[config.mk]
export PLATFORM = sky130hd
export DESIGN_NAME = hazard_ctrl
export DESIGN_NICKNAME = d
export VERILOG_FILES = /design/src/rtl/hazard_ctrl.sv
export SDC_FILE = /design/constraint.sdc
export NUM_CORES = 1
export LEC_CHECK = 0
export CAP_MARGIN = 20
export CORE_MARGIN = 1.5
export CORE_UTILIZATION = 45
export DETAILED_ROUTE_END_ITERATION = 16
export GPL_TIMING_DRIVEN = 0
export HOLD_SLACK_MARGIN = 0.03
export PLACE_DENSITY = 0.89
export REMOVE_ABC_BUFFERS = 1
export SLEW_MARGIN = 20
export SYNTH_ARGS = -nofsm -noshare
export SYNTH_HDL_FRONTEND = slang
export SYNTH_SLANG_ARGS = --single-unit
[constraint.sdc]
create_clock -name clk_in -period 2.7 [get_ports clk_in]
set_input_delay 0.54 -clock clk_in [delete_from_list [all_inputs] [get_ports clk_in]]
set_output_delay 0.54 -clock clk_in [all_outputs]
set_load 0.01 [all_outputs]
[src/rtl/hazard_ctrl.sv]
// rtl/hazard_ctrl.sv - load-use stall, taken-branch squash and halt/drain/step sequencing for the 5-stage pipe
module hazard_ctrl #(
    parameter int DRAIN_CYCLES = 4
) (
    input  logic        clk_in,
    input  logic        n_rst_in,
    input  logic [31:0] IFID_ir_in,
    input  logic        IDEX_mem_read_in,
    input  logic [4:0]  IDEX_rt_in,
    input  logic        MEM_ctrl_pc_src_in,
    input  logic        halt_in,
    input  logic        step_in,
    output logic        pc_write_out,
    output logic        IFID_write_out,
    output logic        IFID_flush_out,
    output logic        IDEX_flush_out,
    output logic        EXMEM_flush_out,
    output logic        halted_out,
    output logic [15:0] stall_cnt_out,
    output logic [15:0] flush_cnt_out
);

    typedef enum logic [1:0] {RUN, DRAIN, HALTED, STEP} state_t;

    localparam logic [3:0] DRAIN_LOAD = 4'(DRAIN_CYCLES);

    state_t     state, next_state;
    logic [3:0] drain_cnt, next_drain_cnt;
    logic [5:0] opcode;
    logic       rt_is_source;
    logic       lu, br, stall_inc;
    logic       pc_w, ifid_w, ifid_f, idex_f, exmem_f;

    assign opcode       = IFID_ir_in[31:26];
    // Only R-type, beq, bne and sw actually read the rt field as a source.
    assign rt_is_source = (opcode == 6'h00) || (opcode == 6'h04) ||
                          (opcode == 6'h05) || (opcode == 6'h2B);
    assign lu = IDEX_mem_read_in && (IDEX_rt_in != 5'd0) &&
                ((IDEX_rt_in == IFID_ir_in[25:21]) ||
                 ((IDEX_rt_in == IFID_ir_in[20:16]) && rt_is_source));
    assign br = MEM_ctrl_pc_src_in;
    assign stall_inc = lu && !br && ((state == RUN) || (state == STEP));

    always_comb begin
        next_state     = state;
        next_drain_cnt = drain_cnt;
        pc_w           = 1'b0;
        ifid_w         = 1'b0;
        ifid_f         = 1'b0;
        idex_f         = 1'b1;
        exmem_f        = 1'b0;
        case (state)
            RUN, STEP: begin
                if (!lu) begin
                    pc_w   = 1'b1;
                    ifid_w = 1'b1;
                    idex_f = 1'b0;
                end
                if (state == RUN) begin
                    if (halt_in) begin
                        next_state     = DRAIN;
                        next_drain_cnt = DRAIN_LOAD;
                    end
                end else if (!lu || br) begin
                    next_state     = DRAIN;
                    next_drain_cnt = DRAIN_LOAD;
                end
            end
            DRAIN: begin
                if (!halt_in) begin
                    next_state = RUN;
                end else if (drain_cnt == 4'd0) begin
                    next_state = HALTED;
                end else begin
                    next_drain_cnt = drain_cnt - 4'd1;
                end
            end
            HALTED: begin
                if (!halt_in) begin
                    next_state = RUN;
                end else if (step_in) begin
                    next_state = STEP;
                end
            end
            default: next_state = RUN;
        endcase
        if (br) begin
            pc_w    = 1'b1;
            ifid_w  = 1'b1;
            ifid_f  = 1'b1;
            idex_f  = 1'b1;
            exmem_f = 1'b1;
        end
    end

    // Strobes are held low for the whole time reset is asserted.
    assign pc_write_out    = n_rst_in & pc_w;
    assign IFID_write_out  = n_rst_in & ifid_w;
    assign IFID_flush_out  = n_rst_in & ifid_f;
    assign IDEX_flush_out  = n_rst_in & idex_f;
    assign EXMEM_flush_out = n_rst_in & exmem_f;

    always_ff @(posedge clk_in or negedge n_rst_in) begin
        if (!n_rst_in) begin
            state         <= RUN;
            drain_cnt     <= 4'd0;
            halted_out    <= 1'b0;
            stall_cnt_out <= 16'd0;
            flush_cnt_out <= 16'd0;
        end else begin
            state      <= next_state;
            drain_cnt  <= next_drain_cnt;
            halted_out <= (next_state == HALTED);
            if (stall_inc && (stall_cnt_out != 16'hFFFF)) begin
                stall_cnt_out <= stall_cnt_out + 16'd1;
            end
            if (br && (flush_cnt_out != 16'hFFFF)) begin
                flush_cnt_out <= flush_cnt_out + 16'd1;
            end
        end
    end

endmodule

* Word level (Yosys, flattened, before mapping)
Cells that the tools add are included.
Storage, ports and cells: input port bits 43, logic and storage cells 69, output and inout port bits 38, flip-flop bits (word level) 39
Operators by class: reductions and logical operators 22, eq/ne operators 15, add/sub/neg operators 3, bitwise gates (word level) 3, muxes and demuxes 21
Operators with widths (number):
- adder 16 x 1 -> 16 bit (second input constant) | 2
- != test 16 bit (second input constant) | 2
- two-way mux 4 bit | 5
- two-way mux 2 bit | 7
- equality test 6 x 3 -> 1 bit (second input constant) | 2
- equality test 5 bit | 2
- case mux 4 bit (2 select lines) | 1
- logical AND 1 bit | 7
- two-way mux 1 bit | 7
- equality test 2 bit (second input constant) | 3
- equality test 6 bit (second input constant) | 1
- zero test 6 bit | 1
- logical OR 1 bit | 6
- != test 3 bit (second input constant) | 2
- case mux 2 bit (3 select lines) | 1
- AND reduction 5 bit | 1
- nonzero test 5 bit | 1
- zero test 4 bit | 1
- != test 2 bit (second input constant) | 2
- subtractor 4 x 1 -> 4 bit (second input constant) | 1
- AND 1 bit | 3
- equality test 2 x 1 -> 1 bit (second input constant) | 1
- zero test 1 bit | 2
- zero test 2 bit | 1
- other kinds (2) | 2

* Depth between registers and ports, before layout
Gate-level depths: netlist of the first run.
depth after elaboration 13, mapped depth 8, depth with buffers taken out 8

* Least setup slack after synthesis of the first run
OpenSTA, ideal clock, no wires.
path kind in2out, from input IDEX_rt_in[1], to output pc_write_out, required time 2.160 ns, slack 0.270 ns, cell stages on the path 7, data arrival time 1.890 ns, buffers on the path 1, cell sequence or4_1 o21a_1 nand4_1 nand2_1 nor2_1 o21a_1 buf_4
On the way: cells in the longest elaborated chain, start to end 8, elaborated cells on any way between the ends 11, classes of those cells 2 x eq/ne; 3 x mux; 1 x bitwise; 5 x reduce/logical
RTL lines:
- start, declared | line 9 | input logic [4:0] IDEX_rt_in,
- equality test 5 bit | line 40 | ((IDEX_rt_in == IFID_ir_in[20:16]) && rt_is_source));
- logical AND 1 bit | line 40
- logical OR 1 bit | line 39 | ((IDEX_rt_in == IFID_ir_in[25:21]) ||
- logical AND 1 bit * | line 38 | assign lu = IDEX_mem_read_in && (IDEX_rt_in != 5'd0) &&
- two-way mux 1 bit * (3 in series)
- AND 1 bit *
- end, declared | line 13 | output logic pc_write_out,
Mark *: on every way between the ends. The rest lies on a longest branch, timed or not.

* Worst setup path in the final report of the first run
from input IFID_ir_in[31], to register stall_cnt_out[15]
On the way: cells in the longest elaborated chain, start to end 10, elaborated cells on any way between the ends 13, classes of those cells 3 x eq/ne; 10 x reduce/logical
RTL lines:
- start, declared | line 7 | input logic [31:0] IFID_ir_in,
- equality test 6 x 3 -> 1 bit or zero test 6 bit (tied branches) | line 36 | assign rt_is_source = (opcode == 6'h00) || (opcode == 6'h04) ||
- logical OR 1 bit (2 in series) | line 36
- logical OR 1 bit * | line 37 | (opcode == 6'h05) || (opcode == 6'h2B);
- logical AND 1 bit * | line 40
- logical OR 1 bit * | line 39
- logical AND 1 bit * | line 38
- logical AND 1 bit * (2 in series) | line 42 | assign stall_inc = lu && !br && ((state == RUN) || (state == STEP));
- logical AND 1 bit * | line 114 | if (stall_inc && (stall_cnt_out != 16'hFFFF)) begin
- end signal, assigned | line 115 | stall_cnt_out <= stall_cnt_out + 16'd1;
- end, declared | line 19 | output logic [15:0] stall_cnt_out,
Marks and branches as above. A chain may end at the register's enable or synchronous reset.

==> metrics.cfg, run 1 <==
[min_path]
hp-class = in2async

[critical_path]
crit_required_ps = 2880
crit_fanout = 8
arrival_ps = 2740
path_cells = dlymetal6s2s_1 > or3_1 > mux2i_1 > nand4_1 > buf_4 > buf_4 > buf_4 > buf_4 > a21boi_4 > nand4b_1 > mux2_4
cp-end-kind = register
cpPeakStageDelay_ps = 370
slowest_stage = or3_1
start_kind = primary input
cpMostUsedCell = buf_4
critPathKind = in2reg

[route]
ant_nets = 0
drcViolationCount = 0
postRouteWirelength_mm = 5.14
drtPass1Iterations = 4
drtIter0Drc = 129
vias = 1899
vias_per_cell = 5.17
wire_per_inst_um = 14.0

[place]
dp.cells = 348
pre_cts_slack_ps = -744
io_buffers = 64
place_congestion = 0.818
dp_hpwl_mm = 3.73

[clocking]
cts_hold_buf = 0
htree_levels = 2
cts_sinks = 39
clk_latency_ps = 290
cts_made_buffers = 5
cts_buffer_depth = 2
path_clk_slew_ps = 80
cts_root_buf = clkbuf_8
cts_tree = built

[floorplanning]
die_h_um = 73.4
core_area_um2 = 4750
pin_count = 81
rows = 25
initial_core_util_pct = 46.9
die_w_um = 73.4
die_area_um2 = 5380

[job]
drv_cap = 0

[cells_and_area]
diodes = 0
instances_no_fill = 367
area_growth_pct = 39.5
final_layout_size_suffix_gt1_share_pct = 13.3
final_nets = 348

[global_routing]
grt_pass1_wl_mm = 8.22
overflow = 0
grt_start_max_net_pins = 26
antenna_found_initial = 0
grt_use_total_pct = 20.0
grt_pass1_vias = 1847

[synthesis]
ys_seq_elements = 39
yosys_warnings = 0
syn_inst = 223
ys.flop_type = dfrtp_1
synth_edf_count = 0
synth_area_um2 = 2230
synth_cell_types = 41
synth-seq-area-share_pct = 43.8
synthArstFlopShare_pct = 100
syn_area_per_cell_um2 = 9.99

[power]
p_total_mw = 1.89
vdd_drop_max_mv = 0.518
p_per_area_nw_per_um2 = 610
p_leak_nw = 1.46

[sta]
maxSlewViolCount = 0
slew_headroom_pct = 67.3
hold_viol_final = 0
setup_ws_ps = 143
fin_crit_ps = 2560
finalCritPeriodShare_pct = 94.7
clock-skew-final_ps = 5.15
worstMarginPinSlew_ps = 486
rsz0062_at_grt = false
fmax_ghz = 0.391
fin_setup_tns_ps = 0
whs_ps = 180
report.final.setup_viol = 0

[status]
status = completed

==> what timing repair did <==
item | in CTS | in global routing
pin swaps | 6 | 8
endpoints found under the setup margin | 3 | 20
resized for setup | 17 | 21
buffers inserted | 9 | 2
==> Yosys cell counts, types with 3 or more instances <==
library cell	count	share of area (%)
nand2_1	18	3.0
nand3_1	17	3.8
or3_1	3	0.84
xor2_1	15	5.9
mux2i_1	4	1.8
nand4_1	10	2.8
clkbuf_1	4	0.67
and3_1	9	2.5
nand2b_1	3	0.84
nor2_1	14	2.4
ha_1	6	3.4
nor3_1	10	2.2
xnor2_1	23	9.0
dfrtp_1	39	44
inv_1	9	1.5
==> flip-flops by register name (all words and copies together) (netlist names) <==
signal / cells
drain_cnt: 4
flush_cnt_out: 16
halted_out: 1
stall_cnt_out: 16
state: 2
==> cell usage in the layout, fill, tap and decap left out, types with 4 or more instances in the layout <==
cell type        instances
and3_1                   9
buf_2                    4
buf_4                   11
clkbuf_2                 4
clkbuf_8                 5
clkdlybuf4s50_1         46
dfrtp_1                 39
dlymetal6s2s_1          10
ha_1                     6
inv_1                    9
mux2i_1                  4
nand2_1                 17
nand3_1                 17
nand4_1                 10
nor2_1                  14
nor3_1                  10
xnor2_1                 23
xor2_1                  15
==> per-layer routing <==
metal	global-route usage, %	wire length [µm]	vias up	part of all wire (%)
met5	0	0	-	0
met1	23.2	2010	889	39
li1	-	-	931	-
met3	6.17	470	9	9.1
met2	35.1	2590	70	50
met4	6.58	70	0	1.4
==> logic make-up after synthesis <==
kind of cell             after synthesis  share of synthesized area [%]
buffers and inverters                 16                           3.37
XOR/XNOR                              38                           14.9
AND/OR/NAND/NOR                       98                           24.1
flip-flops                            39                           43.8
AO/OA/AOI/OAI                         18                           6.63
adder cells (fa/ha/maj)                6                           3.37
multiplexers                           8                           3.82
==> layout make-up <==
type	count	area, µm²
Tap cell	67	83.8
Timing Repair Buffer	76	736
Fill cell	397	1650
Clock inverter	3	15.0
Inverter	9	33.8
Multi-Input combinational cell	168	1190
Clock buffer	5	68.8
Sequential cell	39	976
==> through the flow <==
| step | cell area, µm² | utilization (%) |
|---|---|---|
| CTS | 3070 | 64.5 |
| global route | 3110 | 65.4 |
| finish | 3110 | 65.4 |
| detailed placement | 2930 | 61.7 |
| floorplan | 2190 | - |
| global placement | 2910 | 61.2 |
==> power breakdown <==
group	total [mW]	internal, mW	switching [mW]
sequential	0.797	0.683	0.114
combinational	0.714	0.369	0.345
clock	0.384	0.177	0.207
==> critical path: cells and delay by family <==
kind / cells / cell delay [ps]
compound gates: 1 / 280
buf+inv: 5 / 690
mux: 2 / 500
simple gates: 3 / 730
==> worst paths after layout <==
kind | start | slack, ps | depth (start not counted) | endpoint
max in group asynchronous | n_rst_in | 2060 | 2 | drain_cnt[2]
setup reg to reg | state[0] | 540 | 6 | stall_cnt_out[15]
setup / recovery | IFID_ir_in[31] | 140 | 11 | stall_cnt_out[15]
min in group clk_in | flush_cnt_out[9] | 490 | 1 | flush_cnt_out[9]
hold / removal | n_rst_in | 180 | 1 | stall_cnt_out[3]
hold reg to reg | flush_cnt_out[9] | 490 | 1 | flush_cnt_out[9]
Note: power is estimated with default switching activity, not from simulation.
==> run 2, diff against run 1 <==
- CORE_MARGIN: 1.5 -> 5
- CORE_UTILIZATION: 45 -> 40
- PLACE_DENSITY: 0.89 -> 0.84
- clock period: 2.7 -> 2.3 ns (I/O delays scaled with it)
==> run 2 against run 1 <==
Compared with the run above: the run now ends with negative setup slack left; worst setup slack worse by 180 ps; sequential share of layout area down 0.29 points; clock power up 54%; total power up 25%; critical path type is now in2out; critical endpoint is now IFID_write_out; largest cell class unchanged.
==> metrics.cfg, run 2 (synthesized netlist as in run 1, its figures left out) <==
[status]
status = finished with violations
failed_checks = negative setup slack

[global_routing]
antenna_found_initial = 0
grt_pass1_vias = 1893
overflow = 0
grt_start_max_net_pins = 24
grt_pass1_wl_mm = 9.00
grt_use_total_pct = 15.6

[critical_path]
r2r_cells = 6
crit_required_ps = 1840
start_kind = primary input
slowest_stage = or4_1
worst-path-buf-inv = 2
startpoint = IDEX_rt_in[3]
crit_fanout = 3
cpPeakStageDelay_ps = 510
critPathKind = in2out
worstSetupPathDepth = 8
r2r_setup_slack_ps = 160
cp-end-kind = primary output
rr_startpoint = state[0]
path_cells = buf_8 > or4_1 > o21a_1 > nand4_1 > nand2_2 > nor2_1 > o21a_1 > buf_2
arrival_ps = 1880
critPathTopFamily = simple AND/OR/NAND/NOR gates
cpMostUsedCell = o21a_1

[route]
drcViolationCount = 0
ant_nets = 0
vias_per_cell = 5.15
drtPass1Iterations = 4
drtIter0Drc = 47
postRouteWirelength_mm = 5.44
wire_per_inst_um = 14.6
vias = 1916

[clocking]
htree_levels = 2
cts_buffer_depth = 2
path_clk_slew_ps = 80
cts_hold_buf = 0
cts_root_buf = clkbuf_8
cts_made_buffers = 5
cts_tree = built
cts_sinks = 39
clk_latency_ps = 290

[cells_and_area]
area_growth_pct = 40.8
instances_no_fill = 372
diodes = 0
final_common_cell = clkdlybuf4s50_1
top_regs = flush_cnt_out: 16 flops, stall_cnt_out: 16 flops, drain_cnt: 4 flops
final_nets = 348
final_util_pct = 57.3
final_layout_size_suffix_gt1_share_pct = 15.0
final_cell_mix = 42 x clkdlybuf4s50_1, 39 x dfrtp_1, 23 x xnor2_1

[sta]
worstMarginPinSlew_ps = 511
hold_viol_final = 0
fmax_ghz = 0.428
report.final.setup_viol = 3
finalCritPeriodShare_pct = 102
fin_crit_ps = 2340
slew_headroom_pct = 65.7
maxSlewViolCount = 0
rsz0062_at_grt = true
clock-skew-final_ps = 5.24
setup_ws_ps = -36.2

[power]
switchingPower_uw = 787
seqPwrFrac_pct = 39.5
p_leak_nw = 1.44
clock_power_share_pct = 24.9
p_comb_share_pct = 35.6
p_per_area_nw_per_um2 = 758
vdd_drop_max_mv = 0.574
p_total_mw = 2.38
swShare_pct = 33.1
p_int_mw = 1.59

[floorplanning]
pin_count = 81
die_h_um = 84.6
die_area_um2 = 7160
core_area_um2 = 5470
initial_core_util_pct = 40.7
rows = 27
die_w_um = 84.6

[job]
drv_cap = 0

[place]
place_congestion = 0.875
io_buffers = 64
dp_hpwl_mm = 3.95
dp.cells = 353

[min_path]
hp-class = in2async

-- run 2: final timing paths --
| path | to |
|---|---|
| worst max-delay path | IFID_write_out |
| worst min-delay path | stall_cnt_out[7] |
| worst max register to register | stall_cnt_out[15] |
| worst min register to register | stall_cnt_out[8] |
| max in group asynchronous | flush_cnt_out[0] |
| min in group clk_in | stall_cnt_out[8] |
-- run 2: cell type report --
| class | count | area (µm²) |
|---|---|---|
| Fill cell | 482 | 2340 |
| Inverter | 9 | 33.8 |
| Multi-Input combinational cell | 168 | 1200 |
| Clock inverter | 2 | 35.0 |
| Clock buffer | 6 | 82.6 |
| Sequential cell | 39 | 976 |
| Timing Repair Buffer | 76 | 722 |
| Tap cell | 72 | 90.1 |
-- run 2: power groups by stage --
stage | clock (mW) | combinational [mW] | sequential, mW
2_1_floorplan | 0 | 0.490 | 0.953
3_3_place_gp | 0 | 0.819 | 0.941
3_5_place_dp | 0 | 0.855 | 0.952
4_1_cts | 0.608 | 0.845 | 0.942
5_1_grt | 0.643 | 0.934 | 0.956
6_report | 0.592 | 0.846 | 0.940
-- run 2: through the flow --
step	setup slack [ps]	setup TNS, ps	instance area (µm²)	hold WS, ps
3_5_place_dp	-975	-8650	2940	457
3_3_place_gp	-1290	-22070	2920	482
5_1_grt	-127	-332	3140	48.7
6_report	-36.2	-75.9	3140	46.2
2_1_floorplan	120	0	2190	164
4_1_cts	-17.8	-48.9	3120	47.8
-- run 2: timing repair --
item | CTS | global route
setup buffers | 11 | 2
endpoints found under the setup margin | 9 | 21
pin swaps | 11 | 13
gates resized for setup | 46 | 20
-- run 2: routing by layer --
layer	share of wire [%]	GRT usage [%]
met5	0	0
met4	1.2	4.60
met3	5.8	5.40
met2	50	26.4
met1	43	18.7
==> patch 1, RTL diff (config.mk and constraints of run 1) <==
Register the output `flush_cnt_out` once more; this adds one clock of latency there. The other outputs are not delayed to match.
--- a/src/rtl/hazard_ctrl.sv
+++ b/src/rtl/hazard_ctrl.sv
@@ -24,4 +24,6 @@
 
     localparam logic [3:0] DRAIN_LOAD = 4'(DRAIN_CYCLES);
+
+    logic [15:0] flush_cnt_s0;
 
     state_t     state, next_state;
@@ -107,5 +109,5 @@
             halted_out    <= 1'b0;
             stall_cnt_out <= 16'd0;
-            flush_cnt_out <= 16'd0;
+            flush_cnt_s0 <= 16'd0;
         end else begin
             state      <= next_state;
@@ -115,10 +117,14 @@
                 stall_cnt_out <= stall_cnt_out + 16'd1;
             end
-            if (br && (flush_cnt_out != 16'hFFFF)) begin
-                flush_cnt_out <= flush_cnt_out + 16'd1;
+            if (br && (flush_cnt_s0 != 16'hFFFF)) begin
+                flush_cnt_s0 <= flush_cnt_s0 + 16'd1;
             end
         end
     end
 
+    always_ff @(posedge clk_in) begin
+        flush_cnt_out <= flush_cnt_s0;
+    end
+
 endmodule
 
Formal check against the unedited RTL: not equivalent (a bounded check fails within 4 cycles, from zero or initial values and one cycle with n_rst_in low).
==> patch 1 against run 1 <==
  * Final area up 11%
  * Worst setup slack worse by 0.12 ns
  * Via count up 13%
  * Sequential cell count up 16
  * Worst hold slack worse by 0.0099 ns
  * Largest power group unchanged
  * Fmax down 4.3%
  * Routed wire length up 13%
  * Global-route usage down 0.74 points
  * Clock skew up 0.0018 ns
  * Combinational power up 3%
  * Total power up 22%
  * Highest routed layer unchanged
  * Synthesized area up 15%
==> patch 1: results (changes against run 1) <==
- Status: complete, no violations
- Largest regs: flush_cnt_out (16), flush_cnt_s0 (16), stall_cnt_out (16)
- Register-to-register setup slack: 0.33 ns (-0.21 ns)
- Final Wtd Congestion: 0.787 (-3.8%)
- Sequential-to-total area share from yosys stat: 0.506 (+0.0677)
- Combinational gate power: 0.732 mW (+3%)
- Worst setup path startpoint: IDEX_rt_in[1]
- Psw: 0.776 mW (+16%)
- Vias per Instance: 5.37 (+3.8%)
- Starting DRT DRC Count: 127 (-1.6%)
- Flop+latch power: 1.10 mW (+38%)
- M1 GR Usage: 0.232 (+0.000609)
- DP Wirelength: 4180 um (+12%)
- R2R cell count: 7 (+1)
- Vias in the first global route: 2014 (+9.0%)
- Gr usage total: 0.192 (-0.00737)
- Sequential share of power: 0.476 (+0.056)
- Synth top area cells: dfrtp_1 38%, dfxtp_1 12%, xnor2_1 6.5%
- PostCTS Resize Cnt: 24 (+7)
- Setup Fix Bufs, Post-CTS: 5 (-4)
- Commonest cells in the netlist: 39 x dfrtp_1, 28 x nand2_1, 19 x xnor2_1
- First-pass GRT wire length: 9220 um (+12%)
- Met3 Use GR: 0.0430 (-0.0187)
- Max VDD drop: 314 uV (-39%)
- Setup Skew: 0.00694 ns (+0.00179 ns)
- Fin nets: 375 (+7.8%)
- Critical path fanouts, max: 3 (-5)
patch 1: cell count changes in the layout (fill, tap and decap cells not counted), moves of 3 or more:
cell,change
dfxtp_1,+16
mux2i_1,-3
mux2_2,+3
inv_1,-3
nand3_1,-8
dlygate4sd2_1,+4
nor2_1,+4
clkinv_2,-3
dlymetal6s2s_1,-6
o21ai_0,+3
xnor2_1,-6
nand2_1,+11
a21oi_1,+4
patch 1: metal layers:
metal | part of all wire | vias up
met4 | 0.013 | 0
met3 | 0.040 | 7
met2 | 0.52 | 57
met5 | 0 | -
li1 | - | 1017
met1 | 0.42 | 1062
patch 1: layout make-up:
| type | count | area, sq um | share of cell area |
|---|---|---|---|
| Multi-Input combinational cell | 184 | 1250 | 0.362 |
| Timing Repair Buffer | 74 | 701 | 0.203 |
| Sequential cell | 55 | 1300 | 0.375 |
| Clock buffer | 5 | 68.8 | 0.0199 |
| Clock inverter | 3 | 25.0 | 0.00724 |
| Inverter | 6 | 22.5 | 0.00652 |
| Tap cell | 72 | 90.1 | 0.0261 |
patch 1: critical path: stages:
cell and delay, ns:
clkbuf_2 0.13, or4_4 0.55, o21a_1 0.22, nand4b_1 0.17
nand2_4 0.07, buf_4 0.14, o21a_1 0.17, buf_2 0.14
patch 1: logic make-up after synthesis:
family | synth area share
fa+ha+maj | 0.0293
xor+xnor | 0.116
flops | 0.506
buf+inv | 0.0220
compound gates | 0.0752
simple gates | 0.222
mux | 0.0298
patch 1: through the flow:
stage	hold WS, ns	worst slack [ns]	TNS (ns)	cell area, sq um
after detailed placement	0.399	-0.739	-2.09	3280
after global placement	0.398	-1.02	-5.01	3260
after floorplan	0.244	0.343	0	2530
after CTS	0.179	0.00544	0	3400
after global routing	0.188	-0.0226	-0.0226	3460
final	0.170	0.0276	0	3460
==> patch 2, RTL diff (flow settings as in run 1) <==
Without the edit above. The 4 states of `state_t` get a one-hot encoding in 4 bits.
--- a/src/rtl/hazard_ctrl.sv
+++ b/src/rtl/hazard_ctrl.sv
@@ -21,5 +21,5 @@
 );
 
-    typedef enum logic [1:0] {RUN, DRAIN, HALTED, STEP} state_t;
+    typedef enum logic [3:0] {RUN = 4'b0001, DRAIN = 4'b0010, HALTED = 4'b0100, STEP = 4'b1000} state_t;
 
     localparam logic [3:0] DRAIN_LOAD = 4'(DRAIN_CYCLES);
Check against the original RTL: same outputs for any inputs over 10 cycles, from zero or initial values and one cycle with n_rst_in low; not proved beyond that.
==> patch 2 against run 1 <==
  * Sequential cell count increased by 2
  * Sequential power grew 4.6%
  * Sequential share of layout area up 1.2 points
  * Routed wire length is 10% higher
  * Total power down 0.91%
  * Synthesized area grew 3.6%
  * Worst setup slack got worse by 0.077 ns
  * Final area is 1.4% higher
  * Clock power up 23%
  * Count of clock-buffer cells in the layout unchanged
  * Largest cell class unchanged
==> patch 2: results (changes against run 1) <==
- Setup Skew: 0.00566 ns (+0.000510 ns)
- Fmax: 380 MHz (-2.9%)
- DP Wirelength: 3960 um (+6.1%)
- Avg WL per Cell: 15.1 um (+7.5%)
- Worst setup path startpoint: IFID_ir_in[18]
- Layout cells sized above 1: 0.129 (-0.00388)
- Register-to-register setup slack: 0.41 ns (-0.13 ns)
- Commonest cells in the netlist: 40 x dfrtp_1, 26 x nor2_1, 22 x nand2_1
- CP top delay family: buffers and inverters
- Fillers: 409 (+3.0%)
- Fin nets: 355 (+2.0%)
- Gr usage total: 0.220 (+0.0206)
- Arrival time at the worst endpoint: 2.09 ns (-0.65 ns)
- Routed wire length: 5660 um (+10%)
- Synth top area cells: dfrtp_1 43%, xor2_1 8.0%, xnor2_1 6.4%
- Routed length on met1: 2440 um (+21%)
- Worst-Margin Slew: 0.705 ns (+0.219 ns)
- First-pass GRT wire length: 9290 um (+13%)
- Final Wtd Congestion: 0.846 (+3.4%)
- Worst Hold Margin: 0.148 ns (-0.0320 ns)
- Largest regs: flush_cnt_out (16), stall_cnt_out (16)
- Routed met3 length: 242 um (-49%)
- Placed insts: 365 (+4.9%)
- Grt met2 use: 0.379 (+0.0285)
- Critical path fanouts, max: 2 (-6)
- Max VDD drop: 340 uV (-34%)
- Critical Path Max Stage Delay: 0.48 ns (+0.11 ns)
- DR WL met2: 2850 um (+10%)
- P_leak: 1.41 nW (-3.4%)
- Starting DRT DRC Count: 113 (-12%)
- Worst slack at placement: -0.635 ns (+0.109 ns)
- Largest net degree at the start of global routing: 31 (+19%)
- Status: complete, no violations
## patch 2: changes by cell type in the layout (fill, tap and decap cells not counted), moves of 4 or more
| cell | run 1 | this run |
|---|---|---|
| nor2_1 | 14 | 24 |
| dlygate4sd2_1 | 0 | 9 |
| dlymetal6s2s_1 | 10 | 1 |
| buf_4 | 11 | 4 |
| xnor2_1 | 23 | 17 |
| xor2_1 | 15 | 21 |
| nand2_1 | 17 | 22 |
| clkbuf_2 | 4 | 0 |
| clkdlybuf4s50_1 | 46 | 50 |
## patch 2: cell type report
| type | count | area share |
|---|---|---|
| inverters | 13 | 0.0155 |
| clock buffers | 5 | 0.0218 |
| clock inverters | 2 | 0.0111 |
| multi-input cells | 179 | 0.389 |
| flip-flops and latches | 41 | 0.326 |
| well taps | 67 | 0.0266 |
| repair buffers | 69 | 0.210 |
## patch 2: report_power, final
group	total [mW]	internal (mW)	switching, mW
clock	0.472	0.269	0.204
combinational	0.571	0.298	0.273
sequential	0.834	0.711	0.123
## patch 2: what timing repair did
item	4_1_cts	5_1_grt
setup buffers	4	0
resized for setup	26	3
endpoints found under the setup margin	3	3
pin swaps	6	2
## patch 2: logic make-up (layout without fill, tap and decap cells)
logic type | count (synthesis) | count (layout) | share of synthesized area
muxes | 6 | 6 | 0.0282
AOI/OAI and AO/OA | 22 | 22 | 0.0743
buffers and inverters | 18 | 89 | 0.0363
and+or+nand+nor | 110 | 110 | 0.256
adders and majority gates | 3 | 3 | 0.0163
DFF | 41 | 41 | 0.445
xor gates and xnor gates | 38 | 38 | 0.144
## patch 2: per-stage QoR
step	instance area, sq um	util	TNS [ns]
after global placement	3000	0.622	-6.50
after detailed placement	3010	0.625	-2.80
after global routing	3150	0.654	0
after CTS	3140	0.653	0
after floorplan	2270	-	0
final	3150	0.654	0
